--- src/rtl/lexer_pkg.sv ---
// Token kind codes, byte classification and keyword lookup shared by the
// streaming lexer and its bench-facing consumers.
package lexer_pkg;

   localparam logic [7:0] TK_NONE      = 8'h00;
   localparam logic [7:0] TK_NUM       = 8'h01;
   localparam logic [7:0] TK_IDENT     = 8'h02;
   localparam logic [7:0] TK_EOF       = 8'h03;
   localparam logic [7:0] TK_ERR       = 8'h04;
   localparam logic [7:0] TK_OP_PLUS   = 8'h10;
   localparam logic [7:0] TK_OP_MINUS  = 8'h11;
   localparam logic [7:0] TK_OP_STAR   = 8'h12;
   localparam logic [7:0] TK_OP_SLASH  = 8'h13;
   localparam logic [7:0] TK_OP_LPAREN = 8'h14;
   localparam logic [7:0] TK_OP_RPAREN = 8'h15;
   localparam logic [7:0] TK_OP_SEMI   = 8'h16;
   localparam logic [7:0] TK_OP_ASSIGN = 8'h17;
   localparam logic [7:0] TK_OP_LT     = 8'h18;
   localparam logic [7:0] TK_OP_GT     = 8'h19;
   localparam logic [7:0] TK_KW_IF     = 8'h20;
   localparam logic [7:0] TK_KW_ELSE   = 8'h21;
   localparam logic [7:0] TK_KW_WHILE  = 8'h22;
   localparam logic [7:0] TK_KW_RETURN = 8'h23;
   localparam logic [7:0] TK_KW_INT    = 8'h24;

   // Longest keyword; only this many leading word chars are kept for lookup.
   localparam int unsigned KW_MAX_LEN = 6;

   typedef enum logic [2:0] {
      CL_DELIM, CL_EOF, CL_DIGIT, CL_LETTER, CL_OP, CL_OTHER
   } byte_class_e;

   typedef enum logic [1:0] {S_IDLE, S_NUM, S_WORD, S_DONE} lex_state_e;

   function automatic logic [7:0] op_kind(input logic [7:0] b);
      case (b)
         8'h2B:   return TK_OP_PLUS;
         8'h2D:   return TK_OP_MINUS;
         8'h2A:   return TK_OP_STAR;
         8'h2F:   return TK_OP_SLASH;
         8'h28:   return TK_OP_LPAREN;
         8'h29:   return TK_OP_RPAREN;
         8'h3B:   return TK_OP_SEMI;
         8'h3D:   return TK_OP_ASSIGN;
         8'h3C:   return TK_OP_LT;
         8'h3E:   return TK_OP_GT;
         default: return TK_NONE;
      endcase
   endfunction

   function automatic byte_class_e classify(input logic [7:0] b);
      if (b == 8'h09 || b == 8'h0A || b == 8'h0D || b == 8'h20) return CL_DELIM;
      if (b == 8'h00 || b == 8'hFF) return CL_EOF;
      if (b >= 8'h30 && b <= 8'h39) return CL_DIGIT;
      if ((b >= 8'h41 && b <= 8'h5A) || (b >= 8'h61 && b <= 8'h7A) || b == 8'h5F)
         return CL_LETTER;
      if (op_kind(b) != TK_NONE) return CL_OP;
      return CL_OTHER;
   endfunction

   // t[0] is the first character of the word.
   function automatic logic [7:0] kw_kind(input logic [KW_MAX_LEN-1:0][7:0] t,
                                          input int unsigned len);
      logic [7:0] k;
      k = TK_NONE;
      case (len)
         2: if ({t[0], t[1]} == "if") k = TK_KW_IF;
         3: if ({t[0], t[1], t[2]} == "int") k = TK_KW_INT;
         4: if ({t[0], t[1], t[2], t[3]} == "else") k = TK_KW_ELSE;
         5: if ({t[0], t[1], t[2], t[3], t[4]} == "while") k = TK_KW_WHILE;
         6: if ({t[0], t[1], t[2], t[3], t[4], t[5]} == "return") k = TK_KW_RETURN;
         default: k = TK_NONE;
      endcase
      return k;
   endfunction

endpackage

--- src/rtl/lexer_tok_fifo.sv ---
// Token FIFO accepting up to two in-order writes and one pop per cycle;
// reports next-cycle free slots so the producer can throttle ahead of time.
module lexer_tok_fifo #(
   parameter int unsigned W     = 24,
   parameter int unsigned DEPTH = 4
) (
   input  logic                       CLK,
   input  logic                       RST,
   input  logic                       wr0_en,
   input  logic [W-1:0]               wr0_data,
   input  logic                       wr1_en,
   input  logic [W-1:0]               wr1_data,
   input  logic                       rd_en,
   output logic                       rd_valid,
   output logic [W-1:0]               rd_data,
   output logic [$clog2(DEPTH):0]     free_nxt
);
   localparam int unsigned AW = $clog2(DEPTH);
   localparam int unsigned CW = AW + 1;

   logic [W-1:0]  mem_q [DEPTH];
   logic [W-1:0]  mem_d [DEPTH];
   logic [AW-1:0] wr_ptr_q, wr_ptr_d, rd_ptr_q, rd_ptr_d, wp;
   logic [CW-1:0] count_q, count_d;
   logic          pop;

   always_comb begin
      mem_d = mem_q;
      wp    = wr_ptr_q;
      pop   = rd_en && (count_q != '0);
      if (wr0_en) begin
         mem_d[wp] = wr0_data;
         wp        = wp + 1'b1;
      end
      if (wr1_en) begin
         mem_d[wp] = wr1_data;
         wp        = wp + 1'b1;
      end
      wr_ptr_d = wp;
      rd_ptr_d = rd_ptr_q + AW'(pop);
      count_d  = count_q + CW'(wr0_en) + CW'(wr1_en) - CW'(pop);
      free_nxt = CW'(DEPTH) - count_d;
   end

   always_ff @(posedge CLK) begin
      if (RST) begin
         wr_ptr_q <= '0;
         rd_ptr_q <= '0;
         count_q  <= '0;
      end else begin
         wr_ptr_q <= wr_ptr_d;
         rd_ptr_q <= rd_ptr_d;
         count_q  <= count_d;
      end
   end

   always_ff @(posedge CLK) begin
      mem_q <= mem_d;
   end

   assign rd_valid = (count_q != '0);
   assign rd_data  = rd_valid ? mem_q[rd_ptr_q] : '0;

endmodule

--- src/rtl/lexer_stream.sv ---
// Streaming lexer: classifies source bytes, accumulates numbers/words and
// pushes {kind,value} tokens into a 2-write token FIFO.
module lexer_stream
   import lexer_pkg::*;
#(
   parameter int unsigned MAX_TOK_LEN = 8,
   parameter int unsigned NUM_W       = 16,
   parameter int unsigned KIND_W      = 8,
   parameter int unsigned FIFO_DEPTH  = 4
) (
   input  logic              CLK,
   input  logic              RST,
   input  logic              I_VALID,
   output logic              I_READY,
   input  logic [7:0]        I_DATA,
   output logic              O_VALID,
   input  logic              O_READY,
   output logic [KIND_W-1:0] O_KIND,
   output logic [NUM_W-1:0]  O_VALUE,
   output logic              FOUND_EOF,
   output logic              ERROR
);
   localparam int unsigned TOK_W = KIND_W + NUM_W;
   localparam int unsigned LEN_W = $clog2(MAX_TOK_LEN + 2);
   localparam int unsigned CNT_W = $clog2(FIFO_DEPTH) + 1;

   lex_state_e                  state_q, state_d;
   logic [NUM_W-1:0]            acc_q, acc_d;
   logic                        ovf_q, ovf_d, bad_q, bad_d;
   logic [LEN_W-1:0]            len_q, len_d, len_inc;
   logic [7:0]                  hash_q, hash_d;
   logic [KW_MAX_LEN-1:0][7:0]  kw_buf_q, kw_buf_d;
   logic                        found_eof_q, found_eof_d, error_q, error_d;
   logic                        i_ready_q, i_ready_d;

   logic                        accept, too_long;
   byte_class_e                 cls;
   logic [NUM_W+3:0]            acc_wide;
   logic [7:0]                  kw;
   logic [TOK_W-1:0]            num_tok, word_tok, term_tok;
   logic                        wr0_en, wr1_en;
   logic [TOK_W-1:0]            wr0_data, wr1_data, rd_data;
   logic [CNT_W-1:0]            free_nxt;

   function automatic logic [TOK_W-1:0] mk_tok(input logic [7:0] k, input logic [NUM_W-1:0] v);
      return {KIND_W'(k), v};
   endfunction

   always_comb begin
      accept   = I_VALID && i_ready_q;
      cls      = classify(I_DATA);
      acc_wide = (NUM_W+4)'(acc_q) * (NUM_W+4)'(10) + (NUM_W+4)'(I_DATA[3:0]);
      // Length saturates one past the limit so it can never wrap back under.
      too_long = (len_q > LEN_W'(MAX_TOK_LEN));
      len_inc  = too_long ? len_q : len_q + 1'b1;
      kw       = kw_kind(kw_buf_q, 32'(len_q));

      if (bad_q || too_long) num_tok = mk_tok(TK_ERR, '0);
      else if (ovf_q)        num_tok = mk_tok(TK_ERR, '1);
      else                   num_tok = mk_tok(TK_NUM, acc_q);

      if (too_long)          word_tok = mk_tok(TK_ERR, '0);
      else if (kw != TK_NONE) word_tok = mk_tok(kw, '0);
      else                   word_tok = mk_tok(TK_IDENT, NUM_W'(hash_q));

      case (cls)
         CL_OP:   term_tok = mk_tok(op_kind(I_DATA), '0);
         CL_EOF:  term_tok = mk_tok(TK_EOF, '0);
         default: term_tok = mk_tok(TK_ERR, NUM_W'(I_DATA));
      endcase

      state_d     = state_q;
      acc_d       = acc_q;
      ovf_d       = ovf_q;
      bad_d       = bad_q;
      len_d       = len_q;
      hash_d      = hash_q;
      kw_buf_d    = kw_buf_q;
      found_eof_d = found_eof_q;
      wr0_en      = 1'b0;
      wr1_en      = 1'b0;
      wr0_data    = term_tok;
      wr1_data    = term_tok;

      if (accept) begin
         case (state_q)
            S_IDLE: begin
               case (cls)
                  CL_DIGIT: begin
                     state_d = S_NUM;
                     acc_d   = NUM_W'(I_DATA[3:0]);
                     ovf_d   = 1'b0;
                     bad_d   = 1'b0;
                     len_d   = LEN_W'(1);
                  end
                  CL_LETTER: begin
                     state_d     = S_WORD;
                     hash_d      = I_DATA;
                     len_d       = LEN_W'(1);
                     kw_buf_d    = '0;
                     kw_buf_d[0] = I_DATA;
                  end
                  CL_DELIM: ;
                  default: wr0_en = 1'b1;
               endcase
            end
            S_NUM: begin
               case (cls)
                  CL_DIGIT: begin
                     acc_d = acc_wide[NUM_W-1:0];
                     ovf_d = ovf_q || (acc_wide[NUM_W+3:NUM_W] != '0);
                     len_d = len_inc;
                  end
                  CL_LETTER: begin
                     bad_d = 1'b1;
                     len_d = len_inc;
                  end
                  default: begin
                     wr0_en   = 1'b1;
                     wr0_data = num_tok;
                     wr1_en   = (cls != CL_DELIM);
                     state_d  = S_IDLE;
                  end
               endcase
            end
            S_WORD: begin
               case (cls)
                  CL_DIGIT, CL_LETTER: begin
                     hash_d = hash_q ^ I_DATA;
                     len_d  = len_inc;
                     for (int unsigned i = 0; i < KW_MAX_LEN; i++)
                        if (32'(len_q) == i) kw_buf_d[i] = I_DATA;
                  end
                  default: begin
                     wr0_en   = 1'b1;
                     wr0_data = word_tok;
                     wr1_en   = (cls != CL_DELIM);
                     state_d  = S_IDLE;
                  end
               endcase
            end
            default: ;
         endcase
         if (cls == CL_EOF) begin
            state_d     = S_DONE;
            found_eof_d = 1'b1;
         end
      end

      error_d = error_q
              | (wr0_en && (wr0_data[TOK_W-1 -: KIND_W] == KIND_W'(TK_ERR)))
              | (wr1_en && (wr1_data[TOK_W-1 -: KIND_W] == KIND_W'(TK_ERR)));
      // Two free slots cover the worst case of a token plus its terminator.
      i_ready_d = (state_d != S_DONE) && (free_nxt >= CNT_W'(2));
   end

   always_ff @(posedge CLK) begin
      if (RST) begin
         state_q     <= S_IDLE;
         acc_q       <= '0;
         ovf_q       <= 1'b0;
         bad_q       <= 1'b0;
         len_q       <= '0;
         hash_q      <= '0;
         kw_buf_q    <= '0;
         found_eof_q <= 1'b0;
         error_q     <= 1'b0;
         i_ready_q   <= 1'b0;
      end else begin
         state_q     <= state_d;
         acc_q       <= acc_d;
         ovf_q       <= ovf_d;
         bad_q       <= bad_d;
         len_q       <= len_d;
         hash_q      <= hash_d;
         kw_buf_q    <= kw_buf_d;
         found_eof_q <= found_eof_d;
         error_q     <= error_d;
         i_ready_q   <= i_ready_d;
      end
   end

   lexer_tok_fifo #(
      .W     (TOK_W),
      .DEPTH (FIFO_DEPTH)
   ) u_fifo (
      .CLK      (CLK),
      .RST      (RST),
      .wr0_en   (wr0_en),
      .wr0_data (wr0_data),
      .wr1_en   (wr1_en),
      .wr1_data (wr1_data),
      .rd_en    (O_READY),
      .rd_valid (O_VALID),
      .rd_data  (rd_data),
      .free_nxt (free_nxt)
   );

   assign O_KIND    = rd_data[TOK_W-1 -: KIND_W];
   assign O_VALUE   = rd_data[NUM_W-1:0];
   assign I_READY   = i_ready_q;
   assign FOUND_EOF = found_eof_q;
   assign ERROR     = error_q;

endmodule

--- config.mk ---
export PLATFORM = sky130hd
export DESIGN_NAME = lexer_stream
export DESIGN_NICKNAME = d
export VERILOG_FILES = /design/src/rtl/lexer_pkg.sv /design/src/rtl/lexer_tok_fifo.sv /design/src/rtl/lexer_stream.sv
export SDC_FILE = /design/constraint.sdc
export NUM_CORES = 1
export LEC_CHECK = 0
export CAP_MARGIN = 25
export CORE_UTILIZATION = 64
export CTS_CLUSTER_SIZE = 28
export DETAILED_ROUTE_END_ITERATION = 8
export DONT_BUFFER_PORTS = 1
export GPL_TIMING_DRIVEN = 0
export PLACE_DENSITY_LB_ADDON = 0.3
export SYNTH_ARGS = -nofsm -noshare
export SYNTH_HDL_FRONTEND = slang
export SYNTH_SLANG_ARGS = --single-unit
export TNS_END_PERCENT = 1
--- constraint.sdc ---
create_clock -name CLK -period 4.7 [get_ports CLK]
set_clock_uncertainty 0.15 [all_clocks]
set_input_delay 0.705 -clock CLK [delete_from_list [all_inputs] [get_ports CLK]]
set_output_delay 0.705 -clock CLK [all_outputs]
set_load 0.005 [all_outputs]
After elaboration in Yosys (flattened, before gate mapping) --
Index checks and enable logic that the tools add are counted.
Word-level totals: flip-flop bits (word level) 186, bits of input ports 12, logic and storage cells 240
Operators by class: $add $sub $neg 9, multipliers 1, magnitude comparators 13, eq/ne operators 50, multiplexer cells 95, bitwise gates (word level) 6, reductions and logical operators 44
Operators by type and width (number):
- $mux 24 | 10
- $bwmux 96 | 2
- $mux 96 | 2
- $demux 24 s2 | 2
- $mux 48 | 2
- $mux 8 | 12
- $pmux 24 s2 | 2
- $pmux 48 s2 | 1
- $eq 8x6->1 const B | 11
- $pmux 5 s10 | 1
- $bmux 24 s2 | 1
- $eq 48x47->1 const B | 1
- $eq 40x39->1 const B | 1
- $pmux 8 s5 | 1
- $mux 19 | 2
- $reduce_and 5->1 | 7
- $eq 32x31->1 const B | 1
- $mux 16 | 2
- $pmux 16 s2 | 1
- $mux 3 | 10
- $mux 6 | 5
- $ne 2x2->1 const B | 14
- $eq 24x23->1 const B | 1
- $eq 8x4->1 const B | 3
- 53 further kinds | 123

Depth between registers and ports, before layout --
depth in word-level cells 39, gate-level depth with buffers 16

Cells and area by module --
Synthesis repeated with hierarchy kept, for this count alone.
Unflattened totals: cells, all modules 1358, area, all modules 12136.6 µm²
By module, submodules not included:
- lexer_tok_fifo | instances 1, cells each 657, area each 6387.4 µm², sequential area each 2062.0 µm²
- lexer_stream | instances 1, cells each 701, area each 5749.3 µm², sequential area each 1661.6 µm²

Worst setup path before layout --
No wires, ideal clock.
path type in2reg, from in I_DATA[1], to reg i_ready_q (netlist: I_READY), arrival 3.854 ns, required time 4.464 ns, slack 0.611 ns, stages on the path 14, buffers on the path 2, cell sequence buf_2 -> or4_4 -> a21oi_1 -> o21bai_2 -> and3_1 -> buf_4 -> inv_1 -> ha_1 -> fa_1 -> fa_1 -> inv_1 -> ha_1 -> nor3b_1 -> a211oi_1
Between the ends: word-level cells in the longest chain between the ends 28, elaborated cells on any way between the ends 88
Ends and longest elaborated chain:
- from (decl) | line lexer_stream.sv:15 | input logic [7:0] I_DATA,
- $eq 8x6->1 | line lexer_pkg.sv:36 | case (b)
- $pmux 5 s10 | line lexer_pkg.sv:36
- $mux 8 | line lexer_pkg.sv:57 | if (op_kind(b) != TK_NONE) return CL_OP;
- $mux 8 | line lexer_pkg.sv:55 | if ((b >= 8'h41 && b <= 8'h5A) || (b >= 8'h61 && b <= 8'h7A) || b == 8'h5F)
- $mux 8 | line lexer_pkg.sv:54 | if (b >= 8'h30 && b <= 8'h39) return CL_DIGIT;
- $mux 8 | line lexer_pkg.sv:53 | if (b == 8'h00 || b == 8'hFF) return CL_EOF;
- $reduce_bool 8->1 | line lexer_pkg.sv:57
- $mux 1 (2 in a row) | line lexer_pkg.sv:57
- (+12 left out)
- $mux 1 | line lexer_stream.sv:85 | if (accept) begin
- $add 3x1->3 | line lexer_tok_fifo.sv:41 | count_d = count_q + CW'(wr0_en) + CW'(wr1_en) - CW'(pop);
- $add 3x1->3 (*) | line lexer_tok_fifo.sv:41
- $sub 3x1->3 (*) | line lexer_tok_fifo.sv:41
- net u_fifo.count_d[1] | line lexer_tok_fifo.sv:24 | logic [CW-1:0] count_q, count_d;
- $sub 3x3->3 (*) | line lexer_tok_fifo.sv:42 | free_nxt = CW'(DEPTH) - count_d;
- $ge 3x2->1 (*) | line lexer_stream.sv:154 | i_ready_d = (state_d != S_DONE) && (free_nxt >= CNT_W'(2));
- $logic_and 1x1->1 (*) | line lexer_stream.sv:154
- to (signal assigned) | line lexer_stream.sv:179 | i_ready_q <= i_ready_d;
- to (decl) | line lexer_stream.sv:34 | logic i_ready_q, i_ready_d;
Mark *: on every way through the listed nets, which the timed path passes. The rest lies on a longest branch. The select of a mux whose other input is x is not followed. A chain may end at the register's enable or synchronous reset.

Worst setup path in the final report --
from reg state_q[0], to reg i_ready_q (netlist: I_READY)
Between the ends: word-level cells in the longest chain between the ends 10, elaborated cells on any way between the ends 20
Ends and longest elaborated chain:
- from (decl) | line lexer_stream.sv:27 | lex_state_e state_q, state_d;
- from (signal assigned) | line lexer_stream.sv:170 | state_q <= state_d;
- $eq 2x2->1 / $eq 2x1->1 (equally long branches) | line lexer_stream.sv:86 | case (state_q)
- $reduce_or 2->1 (no source line)
- $pmux 1 s2 | line lexer_stream.sv:86
- $mux 1 | line lexer_stream.sv:85
- $add 3x1->3 (2 in a row) | line lexer_tok_fifo.sv:41
- $sub 3x1->3 | line lexer_tok_fifo.sv:41
- $sub 3x3->3 | line lexer_tok_fifo.sv:42
- $ge 3x2->1 | line lexer_stream.sv:154
- $logic_and 1x1->1 (*) | line lexer_stream.sv:154
Mark *: on every way between the ends. The rest lies on a longest branch, timed or not.

==> impl_results.md <==
* Placed instance area at 10700 µm²
* Critical path cell sequence: inv_1, ha_1, buf_1, and3_1, and3_1, buf_4, inv_1, ha_1, fa_1, fa_1, xor2_1, xnor2_1, xnor2_1, nor3b_1, a211oi_1
* CP Buf/Inv Count at 4
* Period utilization at approximately 95%
* Die ar. at 16700 µm²
* Clock root cell: clkbuf_16
* Clk buf depth at 2
* # Max-Cap Violations at 0
* Worst vdd ir at 0.000279 V
* Classification of the worst setup path: flop to flop
* Cell class contributing the biggest share of worst-path delay: adder cells
* PortBufs at 0
* Routed len/inst at 19.4 µm
* DIE HEIGHT at 129 µm
* CP Capture Type: flop
* Total CTS buffers at 17
* ANT cells at 0
* Worst slew pin tran at 1.01 ns
* Max-Slew Margin vs Limit at roughly 33%
* Area leader, netlist: dfxtp_1
* CTS Hold Buffers Added at 0
* Unrepaired setup endpoints after global routing: no
* Synth Area per Inst at 8.46 µm²
* Fin Setup TNS at 0 ns
* Asr flop ratio synth at 0%
* Worst path max stage delay at roughly 0.55 ns
* Critical-path maximum fanout at 10
* Number of buffers added for setup after CTS at 0
* Worst hold path type: input pin to flop
* WP data arrival at between 4 and 5 ns
* Pwr/cell area at between 300 and 400 nW/µm²
* Most frequent cells in the layout: 186 x dfxtp_1, 173 x nor2_1, 165 x nand2_1, 88 x a21oi_1, 51 x ha_1
* Pin count of the biggest net entering global routing at 17
* Fmax at 0.224 GHz
* Top FF cell, synth: dfxtp_1
* Setup violators final at 0
* Clock period minus worst slack at about 4.5 ns
* First-pass GRT wire length at around 46000 µm
* Post-DP HPWL at 20300 µm
* Post-synthesis xor/xnor area fraction at 3.03%
* Yosys cell types at 86
* Post-Synth Simple-Gate Area at 23.6%
* Worst path slowest cell: nor3b_1
* Total grt overflow at 0
* Worst-skew pair later-pin latency at 0.44 ns
* Layout Area Growth over Synthesis at 8.00%
* # H-tree levels at 4
* Post-route cell area at 11200 µm²
* Drt pass-1 iters at 6
* Initial core utilization at about two thirds
* Pleak at about 4.2 nW
* Syn_nets at 1296
* DRT antenna net count at 0
* Clock Pin Slew Worst Setup and Hold Paths at 0.07 ns
* Number of global-route vias before repair at approximately 9000
* Core area at 15900 µm²
* Global Route Usage Sum at a little over a third
* Final core utilization at between 70% and 80%
* Hold WS at 0.285 ns
* DR vias/cell at 6.40
* Crit path launch type: flop
* DR iter-0 viols at 1019
* Final number of hold-violating endpoints at 0
* Clk sink count at 186
* Die X-Extent at 129 µm
* Status: finished, final reports clean
* GPL Wtd Cong at 0.942
* Largest family of logic cells by synthesized area: simple AND/OR/NAND/NOR gates
* Data required time of the critical path at 4.84 ns
* Initial antenna violation count at 0
* # IOs at 40
* Synth area leaders: dfxtp_1 36%, nor2_1 6.2%, ha_1 6.1%
* Layout cells sized above 1 at 8.49%
* Sequential-to-total area share from yosys stat at 35.8%
* Post-synth EDFFs at 0
* R2R Setup Slk at 0.24 ns
* Rows at 46
* Fillcell total at between 1000 and 1500
* Post-Route WL at 28700 µm
* Mux cell area share after synthesis at under 10%
* Remaining DRCs at 0
* Compound-Gate Fraction of Synth Area at around 20%
* Post-synthesis cell area at 10400 µm²
* Via Count at 9459
* #FFs+latches synth at around 190
* Pins Over Slew Limit at 0
* Adder-Cell Fraction of Synth Area at 6.91%
* CTS tree: built
* Synthesis Warnings at 0
* Nets at 1316
* Commonest non-fill, non-tap cell in the layout: dfxtp_1
* # resized after CTS at 0
* Synth top area share at 35.8%
* Cells after Synth at 1229
worst paths after layout:
kind	from	depth (start not counted)	to
max	state_q[0]$_SDFF_PP0_	15	I_READY$_SDFF_PP0_
min	I_VALID	2	FOUND_EOF$_SDFFE_PP0P_
max reg2reg	state_q[0]$_SDFF_PP0_	15	I_READY$_SDFF_PP0_
min reg2reg	u_fifo.mem_q[59]$_DFF_P_	2	u_fifo.mem_q[59]$_DFF_P_
sequential cells by signal, indices dropped and copies added (netlist names):
register / count
u_fifo.mem_q: 96
hash_q: 8
bad_q: 1
I_READY: 1
ERROR: 1
ovf_q: 1
len_q: 4
FOUND_EOF: 1
u_fifo.wr_ptr_q: 2
state_q: 2
u_fifo.count_q: 3
acc_q: 16
u_fifo.rd_ptr_q: 2
kw_buf_q: 48
worst reg2reg max path, stage by stage, from the launching register on:
cell and delay [ns]:
dfxtp_1 0.40, inv_1 0.11, ha_1 0.30, buf_1 0.32, and3_1 0.32, and3_1 0.18
buf_4 0.16, inv_1 0.11, ha_1 0.33, fa_1 0.39, fa_1 0.38, xor2_1 0.16
xnor2_1 0.22, xnor2_1 0.10, nor3b_1 0.55, a211oi_1 0.12
logic make-up (layout without fill, tap and decap cells):
kind of cell | count (synthesis) | count (layout)
AOI/OAI and AO/OA | 305 | 305
xor gates and xnor gates | 36 | 36
adders and majority gates | 55 | 55
buffers and inverters | 106 | 138
DFF | 186 | 186
muxes | 33 | 33
and+or+nand+nor | 508 | 508
power by group:
part	switching, W	internal [W]	leakage [nW]
Combinational	0.000640	0.000464	2.46
Clock	0.000638	0.000760	0.265
Sequential	0.000100	0.00174	1.51
layer usage:
layer | global-route usage (%) | vias to the layer above | wire length, µm
met4 | 17.9 | 0 | 1210
li1 | - | 4419 | -
met3 | 6.90 | 97 | 2620
met2 | 56.9 | 521 | 13100
met1 | 45.2 | 4422 | 11800
met5 | 0 | - | 0
per-stage QoR:
| step | total power (W) | instances | worst slack, ns |
|---|---|---|---|
| final | 0.00434 | 1477 | 0.244 |
| after global routing | 0.00453 | 1477 | 0.0392 |
| after CTS | 0.00433 | 1477 | 0.334 |
| after detailed placement | 0.00295 | 1446 | -0.0623 |
| after global placement | 0.00291 | 1445 | 0.0150 |
| after floorplan | 0.00266 | 1229 | 0.611 |
synth_stat cells, types with 5 or more instances:
cell type	count
and2_1	16
o22ai_1	8
nor3b_1	8
xnor2_1	26
nand3_1	20
nand3b_1	5
nor2b_1	35
ha_1	51
and3_1	9
buf_2	15
o21ai_1	12
nand2_1	165
nand2b_1	8
o21ai_0	50
inv_1	29
nand4b_1	5
o21a_1	16
clkbuf_1	47
mux2i_1	9
dfxtp_1	186
a211oi_1	7
xor2_1	10
a21oi_1	88
a221o_1	32
a22o_1	7
a21o_1	13
nor4_1	5
nor3_1	11
and3b_1	5
mux4_2	24
nand4_1	8
a31oi_1	27
buf_6	6
nor2_1	173
buf_1	5
area by class of cell:
| cell class | instances | area (µm²) | area share, % |
|---|---|---|---|
| repair buffers | 1 | 5.00 | 0.0446 |
| flip-flops and latches | 186 | 3720 | 33.2 |
| clock buffers | 22 | 464 | 4.14 |
| well taps | 216 | 270 | 2.41 |
| clock inverters | 9 | 91.3 | 0.814 |
| inverters | 29 | 109 | 0.970 |
| multi-input cells | 937 | 6190 | 55.2 |
| plain buffers | 77 | 368 | 3.28 |
No activity file was read; power rests on OpenSTA's default activity.
